### config.mk
export PLATFORM = sky130hd
export DESIGN_NAME = dcache_blk_master
export DESIGN_NICKNAME = d
export VERILOG_FILES = /design/src/rtl/dcbm_pkg.sv /design/src/rtl/dcache_blk_master.sv
export SDC_FILE = /design/constraint.sdc
export NUM_CORES = 1
export LEC_CHECK = 0
export BUFFER_PORTS_ARGS = -buffer_cell sky130_fd_sc_hd__buf_2
export CAP_MARGIN = 5
export CORE_MARGIN = 3
export CORE_UTILIZATION = 35
export CTS_CLUSTER_SIZE = 10
export DETAILED_ROUTE_END_ITERATION = 7
export HOLD_SLACK_MARGIN = 0.02
export PLACE_DENSITY = 0.67
export SLEW_MARGIN = 20
export SYNTH_ARGS = -nofsm -noshare
export SYNTH_HDL_FRONTEND = slang
export SYNTH_SLANG_ARGS = --single-unit
### constraint.sdc
create_clock -name clk -period 17.55 [get_ports clk]
set_input_delay 0.8775 -clock clk [delete_from_list [all_inputs] [get_ports clk]]
set_output_delay 0.8775 -clock clk [all_outputs]
set_load 0.01 [all_outputs]
### src/rtl/dcbm_pkg.sv
// Shared types and constants for the dcache block master.
// Holds the FSM encoding, block geometry and the AES data-map bases.
package dcbm_pkg;

    typedef enum logic [1:0] {
        IDLE  = 2'd0,
        LOAD  = 2'd1,
        STORE = 2'd2
    } state_t;

    localparam int BLK_WORDS    = 4;
    localparam int DCACHE_DEPTH = 384;

    localparam logic [31:0] KEY_BASE  = 32'd0;
    localparam logic [31:0] PT_BASE   = 32'd4;
    localparam logic [31:0] SBOX_BASE = 32'd128;

    // Word k of a block sits at bits [127-32k -: 32], most significant word first.
    function automatic logic [31:0] blk_word(input logic [127:0] blk, input logic [1:0] k);
        logic [31:0] w;
        case (k)
            2'd0:    w = blk[127:96];
            2'd1:    w = blk[95:64];
            2'd2:    w = blk[63:32];
            default: w = blk[31:0];
        endcase
        return w;
    endfunction

    function automatic logic [127:0] blk_put(input logic [127:0] blk, input logic [1:0] k,
                                             input logic [31:0] w);
        logic [127:0] r;
        r = blk;
        case (k)
            2'd0:    r[127:96] = w;
            2'd1:    r[95:64]  = w;
            2'd2:    r[63:32]  = w;
            default: r[31:0]   = w;
        endcase
        return r;
    endfunction

endpackage

### src/rtl/dcache_blk_master.sv
// Moves one 128-bit block between a register interface and the dcache word port.
// Optional start-time range rejection is enabled by defining DCBM_RANGE_CHK_EN.
module dcache_blk_master #(
    parameter int BLK_WORDS = 4,
    parameter int DEPTH     = 384
) (
    input  logic         clk,
    input  logic         reset,
    input  logic         ld_start,
    input  logic         st_start,
    input  logic [31:0]  base_addr,
    input  logic [127:0] st_data,
    output logic [127:0] ld_data,
    output logic         busy,
    output logic         done,
    output logic         err,
    output logic         dc_re,
    output logic         dc_we,
    output logic [31:0]  dc_addr,
    output logic [31:0]  dc_wdata,
    input  logic [31:0]  dc_rdata
);
    import dcbm_pkg::*;

    localparam logic [1:0] LAST_BEAT = 2'(BLK_WORDS - 1);

    state_t       state_q, state_d;
    logic [1:0]   beat_q, beat_d;
    logic [31:0]  base_q, base_d;
    logic [127:0] st_data_q, st_data_d;
    logic [127:0] ld_data_q, ld_data_d;
    logic         done_q, done_d;
    logic         err_q, err_d;

    logic         start;
    logic         last_beat;
    logic         out_of_range;
    logic         reject;
    logic [32:0]  last_addr;

    assign start     = ld_start | st_start;
    assign last_beat = (beat_q == LAST_BEAT);

    // 33-bit sum so a wrap past 2^32 also lands above DEPTH.
    assign last_addr    = {1'b0, base_addr} + 33'(BLK_WORDS - 1);
    assign out_of_range = (last_addr >= 33'(DEPTH));

`ifdef DCBM_RANGE_CHK_EN
    assign reject = start & out_of_range;
`else
    logic range_unused;
    assign range_unused = out_of_range;
    assign reject       = 1'b0;
`endif

    always_ff @(posedge clk or posedge reset) begin
        if (reset) state_q <= IDLE;
        else       state_q <= state_d;
    end

    always_comb begin
        state_d = state_q;
        case (state_q)
            IDLE: begin
                if (!reject) begin
                    if (ld_start)      state_d = LOAD;
                    else if (st_start) state_d = STORE;
                end
            end
            LOAD, STORE: begin
                if (last_beat) state_d = IDLE;
            end
            default: state_d = IDLE;
        endcase
    end

    always_comb begin
        dc_re    = 1'b0;
        dc_we    = 1'b0;
        dc_addr  = '0;
        dc_wdata = '0;
        case (state_q)
            LOAD: begin
                dc_re   = 1'b1;
                dc_addr = base_q + 32'(beat_q);
            end
            STORE: begin
                dc_we    = 1'b1;
                dc_addr  = base_q + 32'(beat_q);
                dc_wdata = blk_word(st_data_q, beat_q);
            end
            default: ;
        endcase
    end

    always_comb begin
        beat_d    = beat_q;
        base_d    = base_q;
        st_data_d = st_data_q;
        ld_data_d = ld_data_q;
        done_d    = 1'b0;
        err_d     = 1'b0;
        case (state_q)
            IDLE: begin
                if (reject) begin
                    done_d = 1'b1;
                    err_d  = 1'b1;
                end else if (start) begin
                    base_d = base_addr;
                    beat_d = '0;
                    // A simultaneous load wins, so the store block is not needed then.
                    if (!ld_start) st_data_d = st_data;
                end
            end
            LOAD: begin
                ld_data_d = blk_put(ld_data_q, beat_q, dc_rdata);
                beat_d    = beat_q + 2'd1;
                done_d    = last_beat;
            end
            STORE: begin
                beat_d = beat_q + 2'd1;
                done_d = last_beat;
            end
            default: ;
        endcase
    end

    always_ff @(posedge clk or posedge reset) begin
        if (reset) begin
            beat_q    <= '0;
            base_q    <= '0;
            st_data_q <= '0;
            ld_data_q <= '0;
            done_q    <= 1'b0;
            err_q     <= 1'b0;
        end else begin
            beat_q    <= beat_d;
            base_q    <= base_d;
            st_data_q <= st_data_d;
            ld_data_q <= ld_data_d;
            done_q    <= done_d;
            err_q     <= err_d;
        end
    end

    assign ld_data = ld_data_q;
    assign busy    = (state_q != IDLE);
    assign done    = done_q;
    assign err     = err_q;

endmodule

; Yosys cells after proc, flatten, opt, wreduce, memory -nomap -nowiden
; Index checks and enable logic that the tools add are counted.
[totals]
ff_bits = 293
latchBits = 0
ram_bits = 0
romBits = 0
input_bits = 196
out_inout_bits = 197
elab_cells = 48
mem_count = 0
[op_classes]
add_sub_neg = 2
n_mul = 0
n_div = 0
magnitude_cmp = 0
n_eq_ne = 8
shifts = 0
n_mux = 12
bitwise_logic = 3
reduce_logical = 14
[ops]
columns = operator, n
row1 = $pmux 32 s3, 1
row2 = $mux 32, 2
row3 = $add 32x2->32, 1
row4 = $reduce_and 2->1, 7
row5 = $mux 2, 4
row6 = $pmux 2 s2, 2
row7 = $eq 2x2->1 const B, 3
row8 = $eq 2x1->1 const B, 2
row9 = $logic_not 2->1, 2
row10 = $reduce_bool 2->1, 2
row11 = $mux 1, 3
row12 = $ne 3x3->1 const B, 1
row13 = $reduce_and 3->1, 1
row14 = $reduce_or 3->1, 1
row15 = $add 2x1->2 const B, 1
row16 = $ne 2x1->1 const B, 1
row17 = $ne 2x2->1 const B, 1
row18 = $not 1->1, 2
row19 = $reduce_or 2->1, 1
row20 = $or 1x1->1, 1

; Logic depth before layout (Yosys ltp)
; Gate-level depths: netlist (run 1).
[depth]
word_depth = 4
mapped_depth = 8
depth_no_buf = 6

; Worst setup path after synthesis (run 1)
; No wires, ideal clock.
[synth_timing]
kind = register -> output
from = register beat_q[0]
to = output port dc_addr[22]
arrival_time_ns = 2.193
required_ns = 16.672
slack_ns = 14.480
path_stages_with_launch = 9
n_path_buf = 2
path_cell_list = dfrtp_1 ha_1 fa_1 nand2_1 or4_1 clkbuf_2 buf_4 nor4_2 mux2i_1
[synth_via]
elab_chain_cells = 2
[synth_rtl]
columns = item, line_no
row1 = start: declaration, dcache_blk_master.sv:28  ; logic [1:0] beat_q, beat_d;
row2 = start signal: assignment, dcache_blk_master.sv:137  ; beat_q <= beat_d;
row3 = $add 32x2->32, "dcache_blk_master.sv:85, dcache_blk_master.sv:89"
row4 = $mux 32, -
row5 = end: declaration, dcache_blk_master.sv:19  ; output logic [31:0] dc_addr,
; Every way passes these cells.

; Worst setup path after layout (run 1)
[layout_timing]
from = register beat_q[0]
to = output port dc_addr[26]
; Same word-level chain as after synthesis.

==> results of run 1 <==
## where the power goes
part / switching (mW) / internal, mW / leakage (nW)
sequential: 0.201 / 1.02 / 3.44
combinational: 0.601 / 0.608 / 3.45
clock: 0.269 / 0.400 / 0.498
total: 1.07 / 2.03 / 7.40
## logic make-up after synthesis
family,synth area share (%)
fa+ha+maj,1.04
other cells,0.0295
compound gates,5.93
simple gates,6.37
flops,57.8
mux,25.8
buf+inv,2.39
xor+xnor,0.690
## final cells by class
cell class,instances,area (um^2)
sequential,293,7330
antenna,4,10.0
multi-input combinational,569,5070
timing repair buffer,403,2060
clock buffer,43,968
fill,3284,19500
inverter,13,56.3
clock inverter,4,55.1
tap,461,577
## cell usage in the layout (no fill, tap or decap), drive strengths merged, types with 4 or more instances in the layout
cell and n:
or4 16, nor2 10, dfrtp 293, ha 9, o31ai 13, clkbuf 43
a21oi 21, inv 14, xnor2 9, nand2b 4, nand4 5, buf 403
a222oi 32, o21ai 42, mux2 288, or3 6, diode 4, nand2 48
and2 35, nand3 10
## per-stage QoR
step	power, mW	instance area [um^2]	std cells	hold WS (ps)
after floorplan	1.99	12700	936	478
after global placement	2.42	15100	1739	482
after detailed placement	2.46	15100	1739	487
after CTS	3.14	16100	1786	499
after global routing	3.31	16100	1789	508
final	3.10	16100	1790	470
## metal layers
metal  track usage, %  part of all wire [%]  wire length (um)
met1             21.7                    42             14400
met4             5.20                   2.3               786
met3             5.59                   7.7              2650
met2             28.6                    48             16300
met5                0                  0.17                57
## flip-flops by register name, summed over array words and instances, names as in the netlist
| signal | cells |
|---|---|
| base_q | 32 |
| done | 1 |
| ld_data | 128 |
| state_q | 2 |
| beat_q | 2 |
| st_data_q | 128 |
## path summary, 6_finish.rpt
path / start / to / slack, ps / depth (start not counted)
min in group clk: ld_data[28] / ld_data[28] / 500 / 1
setup / recovery: beat_q[0] / dc_addr[26] / 13460 / 7
hold reg to reg: ld_data[28] / ld_data[28] / 500 / 1
hold / removal: reset / base_q[26] / 470 / 2
max in group asynchronous: reset / st_data_q[94] / 15460 / 3
setup reg to reg: state_q[0] / st_data_q[126] / 14600 / 6
## worst register-to-register path, stage by stage, from the launching register on
cell,delay [ps]
dfrtp_1,370
inv_1,70
ha_1,300
nand3b_1,150
buf_4,500
buf_4,910
mux2_2,510
==> summary.md, run 1 <==
| Metric | Value |
|---|---|
| Crit-path max FO | 17 |
| CTS Sinks | 293 |
| Cell leakage power | between 7 and 8 nW |
| Startpoint types | flip-flop |
| Vias | 9114 |
| IR drop worst, VDD | a little over 0.1 mV |
| Final Hold Viols | 0 |
| Post-Synthesis Cell Area | ~0.013 mm^2 |
| Worst-path cell chain | ha_1 > fa_1 > nand2_1 > or4_1 > or4_1 > a21oi_1 > buf_2 |
| MaxCap Viol Count | 0 |
| I/O pin count | ~400 |
| Cell mode on critical path | or4_1 |
| Vias in the first global route | between 9000 and 10000 |
| Area delta synth->final | 27.1% |
| Cell family with most CP delay | simple AND/OR/NAND/NOR gates |
| CTS root buffer | clkbuf_16 |
| Clk_skew | roughly 21 ps |
| First-pass GRT wire length | 53000 um |
| Yosys top cell by area | dfrtp_1 |
| WL/cell | 19.1 um |
| Core area | 0.0357 mm^2 |
| Dpl ws | 14000 ps |
| Hold-fix buffers, CTS | 0 |
| Clock slew at reported path FFs | 50 ps |
| Worst path slowest cell | or4_1 |
| Die ar. | 0.0386 mm^2 |
| GR Util All Layers | 17.3% |
| EDFF count, synth | 0 |
| Share of cells above drive strength 1 | approximately 56% |
| Asr flop ratio synth | 100% |
| Power per Cell Area | about 190 mW/mm^2 |
| Final ANT Viol Nets | 0 |
| Final Max Tran Viols | 0 |
| Endpoints failing setup | 0 |
| Setup TNS | 0 ps |
| Most numerous cell in the Yosys netlist | dfrtp_1 |
| Req. time, crit path | 16670 ps |
| Setup WS post-layout | 13460 ps |
| Netlist cell types | 41 |
| Num rows | a little under 70 |
| Initial core utilization | a little over a third |
| PortBufs | 391 |
| Yosys warns | 0 |
| DRT Pass-1 Iters | 5 |
| Fin crit period | slightly above 4000 ps |
| CTS tree | yes |
| Top cell type's share of synthesized area | 57.8% |
| Peak Freq | 245 MHz |
| Final net count | approximately 1500 |
| Outcome | complete, no violations |
| Clock Latency Late Sink | around 530 ps |
| Post-synth top cells | dfrtp_1, mux2_2, nand2_1, clkbuf_1, o21ai_0 |
| Largest net degree at the start of global routing | between 150 and 200 |
| Hold crit path type | primary input to async pin |
| Top post-synthesis cells by area | dfrtp_1, mux2_2, a222oi_1 |
| Gr ovfl total | 0 |
| RSZ-0062 raised after global routing | false |
| HPWL Detailed | roughly 23000 um |
| Crit path largest cell delay | 720 ps |
| H-tree depth | 2 |
| Die Y | just under 200 um |
| Drt first-iter violations | a little under 400 |
| Post-CTS resize count | 0 |
| Worst Setup End Kind | output port |
| Syn_nets | between 1000 and 1500 |
| CTS max path bufs | 3 |
| Final WL | 34200 um |
| Worst path bufs/invs | 1 |
| DR DRC count | 0 |
| Mapped Cells | 936 |
| Initial antenna violation count | 9 |
| Setup bufs post-CTS | 0 |
| Tightest Pin Transition | 1150 ps |
| Gpl congestion | ~0.78 |
| Mapped Avg Cell Area | about 14 um^2 |
| Max_slew headroom | around a quarter |
| Via density | 5.09 |
| Die span in x | 196 um |
| CP Data Arrival Time | approximately 3200 ps |
| CP Class | flip-flop to output port |
| Period Utilization, post-route | between 20% and 30% |
| Top FF cell, synth | dfrtp_1 |
| Synth Register Bits | 293 |
| Register area share after synthesis | 57.8% |
| Total CTS buffers | 36 |
| Util after Layout | 45.2% |
No activity file was read; power rests on OpenSTA's default activity.
==> inputs of run 2 (changes only) <==
Settings changed: PLACE_DENSITY 0.67 to 0.69.
Clock period 17.55 ns to 3.43 ns, I/O delays scaled along.
==> summary.md, run 2 (synthesis gave the netlist of run 1 again) <==
| Metric | Value |
|---|---|
| Outcome | complete, no violations |
| Via density | 5.07 (-0.34%) |
| Share of cells above drive strength 1 | 49.3% (-6.8 points) |
| Die Y | 196 um (unchanged) |
| Met1 WL | 15400 um (+7.0%) |
| Endpoints failing setup | 0 (unchanged) |
| GR Util All Layers | 19.0% (+1.7 points) |
| Final ANT Viol Nets | 0 (unchanged) |
| Clock share of power | 21.2% (-0.4 points) |
| Gr ovfl total | 0 (unchanged) |
| IR drop worst, VDD | 0.501 mV (+400%) |
| CP Class | flip-flop to output port |
| Worst path slowest cell | or4_4 |
| Crit-path max FO | 17 (unchanged) |
| CTS max path bufs | 3 (unchanged) |
| P_int | 10.7 mW (+420%) |
| Initial antenna violation count | 2 (-7) |
| MaxCap Viol Count | 0 (unchanged) |
| Switching share of power | 34.8% (+0.30 points) |
| Final WL | 38000 um (+11%) |
| HPWL Detailed | 24300 um (+4.0%) |
| Most frequent cells in the layout | buf_2, dfrtp_1, mux2_2 |
| Die span in x | 196 um (unchanged) |
| Largest net degree at the start of global routing | 97 (-45%) |
| Clock Latency Late Sink | 510 ps (-20 ps) |
| Gpl congestion | 0.819 (+5.6%) |
| DR DRC count | 0 (unchanged) |
| Worst-path cell chain | ha_1 > fa_1 > nand2_1 > or4_4 > or4_1 > a21oi_1 > buf_2 |
| Reg power frac | 38.8% (-0.7 points) |
| WL met2 | 18800 um (+15%) |
| Vias in the first global route | 11000 (+16%) |
| Power per Cell Area | 897 mW/mm^2 (+370%) |
| Cell family with most CP delay | simple AND/OR/NAND/NOR gates |
| Clock slew at reported path FFs | 50 ps (about the same) |
| H-tree depth | 2 (unchanged) |
| CP Data Arrival Time | 3050 ps (-160 ps) |
| Met3 wire len | 2380 um (-10%) |
| Period Utilization, post-route | 93.9% |
| Worst path bufs/invs | 1 (unchanged) |
| Cell leakage power | 8.28 nW (+12%) |
| Tightest Pin Transition | 1050 ps (-94.7 ps) |
| Fin crit period | 3220 ps |
| Drt first-iter violations | 439 (+11%) |
| First-pass GRT wire length | 59500 um (+12%) |
| Worst Setup End Kind | output port |
| Most common cell after layout, fill and taps aside | buf_2 |
| Max_slew headroom | 29.7% (+6.0 points) |
| Highest routing layer actually used | met4 |
| Final Hold Viols | 0 (unchanged) |
| CTS root buffer | clkbuf_16 |
| Power Total | 16.3 mW (+430%) |
| Area delta synth->final | 43.6% |
| Total CTS buffers | 36 (unchanged) |
| Clk_skew | 13.4 ps (-8.09 ps) |
| Initial core utilization | 35.6% (unchanged) |
| Core area | 0.0357 mm^2 (unchanged) |
| Req. time, crit path | 3260 ps (-13410 ps) |
| Peak Freq | 310 MHz |
| Die ar. | 0.0386 mm^2 (unchanged) |
| Worst hold slack | 43.1 ps (-427 ps) |
| Hold crit path type | primary input to flip-flop |
| Final Max Tran Viols | 0 (unchanged) |
| I/O pin count | 393 (unchanged) |
| CTS tree | yes |
| WL/cell | 19.1 um (-0.30%) |
| CTS Sinks | 293 (unchanged) |
| Final net count | 1724 (+13%) |
| Switch Pwr | 5.69 mW (+430%) |
| DRT Pass-1 Iters | 6 (+1) |
| Startpoint types | flip-flop |
| RSZ-0062 raised after global routing | false |
| Crit path largest cell delay | 570 ps (-150 ps) |
| Util after Layout | 51.1% (+5.9 points) |
| Gate power share | 40.0% (+1.0 points) |
| Vias | 10100 (+11%) |
| Num rows | 69 (unchanged) |
| PortBufs | 391 (unchanged) |
[run 2: cell count changes in the layout (fill, tap and decap cells not counted), moves of 2 or more]
cell and delta:
dlygate4sd3_1 +195, buf_12 +5, buf_4 +2, clkbuf_1 +2
inv_6 -2, or4_1 -2, or4_4 +2
[run 2: worst paths after layout]
path | start | to | slack, ps | cells after the start
setup / recovery | beat_q[0] | dc_addr[26] | 210 | 7
hold / removal | ld_start | state_q[0] | 40 | 2
setup reg to reg | beat_q[1] | state_q[1] | 1070 | 5
hold reg to reg | ld_data[33] | ld_data[33] | 500 | 1
max in group asynchronous | reset | st_data_q[4] | 2140 | 4
min in group asynchronous | reset | ld_data[53] | 340 | 3
[run 2: routing by layer]
metal / vias up / GRT usage [%]
li1: 4571 / -
met2: 389 / 32.9
met4: 0 / 7.47
met1: 5054 / 23.1
met5: - / 0
met3: 99 / 4.39
[run 2: repair_timing]
action	4_1_cts	5_1_grt
hold endpoints to repair	312	0
hold buffers	195	0
setup buffers	0	0
endpoints found under the setup margin	1	7
resized for setup	1	1
[run 2: layout make-up]
type	instances	area, um^2
clock inverter	3	51.3
timing repair buffer	605	4130
clock buffer	46	1000
fill	2992	17400
inverter	13	52.6
multi-input combinational	569	5080
sequential	293	7330
tap	461	577
antenna	3	7.51
[run 2: power groups by stage]
stage,Sequential (mW),Clock [mW],Combinational (mW)
6_report,6.35,3.47,6.53
3_5_place_dp,6.34,0,6.31
2_1_floorplan,6.47,0,3.70
3_3_place_gp,6.23,0,6.18
5_1_grt,6.55,3.71,7.11
4_1_cts,6.30,3.59,6.53
[run 2: per-stage QoR]
step / setup WS, ps / instance area [um^2] / setup TNS (ps) / instances
3_3_place_gp: 645 / 15200 / 0 / 1746
5_1_grt: 14.9 / 18200 / 0 / 1992
6_report: 209 / 18200 / 0 / 1993
3_5_place_dp: 561 / 15200 / 0 / 1746
4_1_cts: 62.5 / 18200 / 0 / 1990
2_1_floorplan: -631 / 12700 / -184780 / 936
==> inputs of run 3 (changes only) <==
Settings changed: CORE_MARGIN 3 to default.
==> summary.md, run 3 (synthesis gave the netlist of run 1 again) <==
| Metric | Value |
|---|---|
| Finished Cell Area | 0.0182 mm^2 (-0.35%) |
| Vias in the first global route | 10600 (-3.6%) |
| Drt first-iter violations | 491 (+12%) |
| Dpl ws | 585 ps (+24.4 ps) |
| Startpoint types | flip-flop |
| Gate power share | 40.5% (+0.5 points) |
| P_int | 10.5 mW (-1.7%) |
| Clock slew at reported path FFs | 50 ps (about the same) |
| First-pass GRT wire length | 56100 um (-5.7%) |
| CP Class | flip-flop to output port |
| DR DRC count | 122 (+122) |
| CTS max path bufs | 3 (unchanged) |
| Die span in x | 192 um (-2.0%) |
| Cell leakage power | 8.25 nW (-0.46%) |
| Power Total | 16.1 mW (-1.6%) |
| Share of cells above drive strength 1 | 49.2% (-0.13 points) |
| H-tree depth | 2 (unchanged) |
| Final ANT Viol Nets | 0 (unchanged) |
| I/O pin count | 393 (unchanged) |
| Period Utilization, post-route | 93.1% (-0.76 points) |
| MaxCap Viol Count | 0 (unchanged) |
| Cell family with most CP delay | simple AND/OR/NAND/NOR gates |
| Max_slew headroom | 36.8% (+7.1 points) |
| Final WL | 36700 um (-3.5%) |
| Gpl congestion | 0.802 (-2.0%) |
| PortBufs | 391 (unchanged) |
| WP depth | 7 (unchanged) |
| Power per Cell Area | 886 mW/mm^2 (-1.2%) |
| Final Max Tran Viols | 0 (unchanged) |
| Via density | 5.04 (-0.62%) |
| FF-to-FF path depth | 5 (unchanged) |
| Util after Layout | 50.9% (-0.18 points) |
| Most common cell after layout, fill and taps aside | buf_2 |
| Worst Setup End Kind | output port |
| Num rows | 69 (unchanged) |
| DP Area | 0.0152 mm^2 (about the same) |
| DRT Pass-1 Iters | 8 (+2) |
| Crit path largest cell delay | 570 ps (about the same) |
| RSZ-0062 raised after global routing | false |
| Clock Latency Late Sink | 530 ps (+20 ps) |
| Outcome | finished, violations left |
| CP Data Arrival Time | 3020 ps (-30 ps) |
| Die ar. | 0.0370 mm^2 (-4.0%) |
| Vias | 10000 (-0.82%) |
| Crit-path max FO | 17 (unchanged) |
| HPWL Detailed | 23100 um (-4.8%) |
| Final Hold Viols | 0 (unchanged) |
| GR Util All Layers | 19.4% (+0.38 points) |
| Initial core utilization | 35.6% (unchanged) |
| Switch Pwr | 5.61 mW (-1.3%) |
| Final net count | 1724 (unchanged) |
| Largest net degree at the start of global routing | 90 (-7.2%) |
| CTS root buffer | clkbuf_16 |
| CTS tree | yes |
| WL/cell | 18.4 um (-3.3%) |
| Clk_skew | 11.2 ps (-2.18 ps) |
| Gr ovfl total | 0 (unchanged) |
| Worst path bufs/invs | 1 (unchanged) |
| Die Y | 192 um (-2.0%) |
| CTS Sinks | 293 (unchanged) |
| Req. time, crit path | 3260 ps (about the same) |
| Hold crit path type | primary input to async pin |
| Worst-path cell chain | ha_1 > fa_1 > nand2_1 > or4_4 > or4_1 > a21oi_1 > buf_2 |
| Setup WS post-layout | 235 ps (+26.1 ps) |
| Area delta synth->final | 43.1% |
| Peak Freq | 313 MHz (+0.82%) |
| Fin crit period | 3190 ps (-26.1 ps) |
| Total CTS buffers | 35 (-2.8%) |
| Tightest Pin Transition | 945 ps (-106 ps) |
| Reg power frac | 39.1% (+0.3 points) |
| Worst path slowest cell | or4_4 |
| Clock share of power | 20.4% (-0.8 points) |
| Initial antenna violation count | 2 (unchanged) |
| Endpoints failing setup | 0 (unchanged) |
| Most frequent cells in the layout | buf_2, dfrtp_1, mux2_2 |
| Failing checks | design-rule violations |
| Switching share of power | 34.9% (+0.10 points) |
| Core area | 0.0357 mm^2 (unchanged) |
| IR drop worst, VDD | 0.468 mV (-6.4%) |
-- run 3: changes by cell type in the layout (fill, tap and decap cells not counted), sizes merged --
cell,previous run,this run
inv,11,12
dlygate4sd3,195,196
bufinv,1,0
clkbuf,46,42
clkinv,3,2
-- run 3: area by class of cell --
cell class | count | area, um^2
clock buffer | 42 | 933
inverter | 13 | 52.6
multi-input combinational | 569 | 5080
clock inverter | 2 | 25.0
fill | 3012 | 17500
tap | 461 | 577
antenna | 3 | 7.51
sequential | 293 | 7330
timing repair buffer | 606 | 4160
-- run 3: per-layer routing --
metal  vias up  GRT usage [%]  routed length, um
li1       4570              -                  -
met1      4970           22.9              14900
met4         0           8.39               1280
met3        96           5.49               2600
met5         -              0                  0
met2       394           32.7              17900
-- run 3: repair_timing --
item,in CTS,in global routing
resized for setup,1,1
hold endpoints to repair,312,0
cloned,0,0
buffers inserted,0,0
endpoints found under the setup margin,3,4
hold buffers,196,0
pin swaps,0,0
-- run 3: stage by stage --
stage | TNS, ps | cells | hold slack [ps]
2_1_floorplan | -184780 | 936 | 322
3_3_place_gp | 0 | 1745 | 308
3_5_place_dp | 0 | 1745 | 302
4_1_cts | 0 | 1985 | 274
5_1_grt | 0 | 1988 | 326
6_report | 0 | 1989 | 292
-- run 3: path summary, 6_finish.rpt --
| kind | start | to | slack [ps] |
|---|---|---|---|
| setup / recovery | beat_q[0] | dc_addr[30] | 240 |
| hold / removal | reset | ld_data[119] | 290 |
| setup reg to reg | state_q[0] | st_data_q[91] | 1140 |
| hold reg to reg | ld_data[18] | ld_data[18] | 500 |
| max in group asynchronous | reset | ld_data[15] | 2250 |
| min in group clk | st_data[78] | st_data_q[78] | 410 |
-- run 3: worst reg2reg max path: stages, from the launching register on --
cell	delay, ps
dfrtp_1	400
inv_1	90
ha_1	340
nand3b_1	540
buf_12	450
mux2_2	360
-- run 3: power by group through the flow --
stage          Sequential, mW  Clock, mW  Combinational, mW
6_report                 6.30       3.27               6.52
5_1_grt                  6.52       3.53               7.09
4_1_cts                  6.26       3.38               6.48
3_5_place_dp             6.31          0               6.26
3_3_place_gp             6.21          0               6.14
2_1_floorplan            6.47          0               3.70
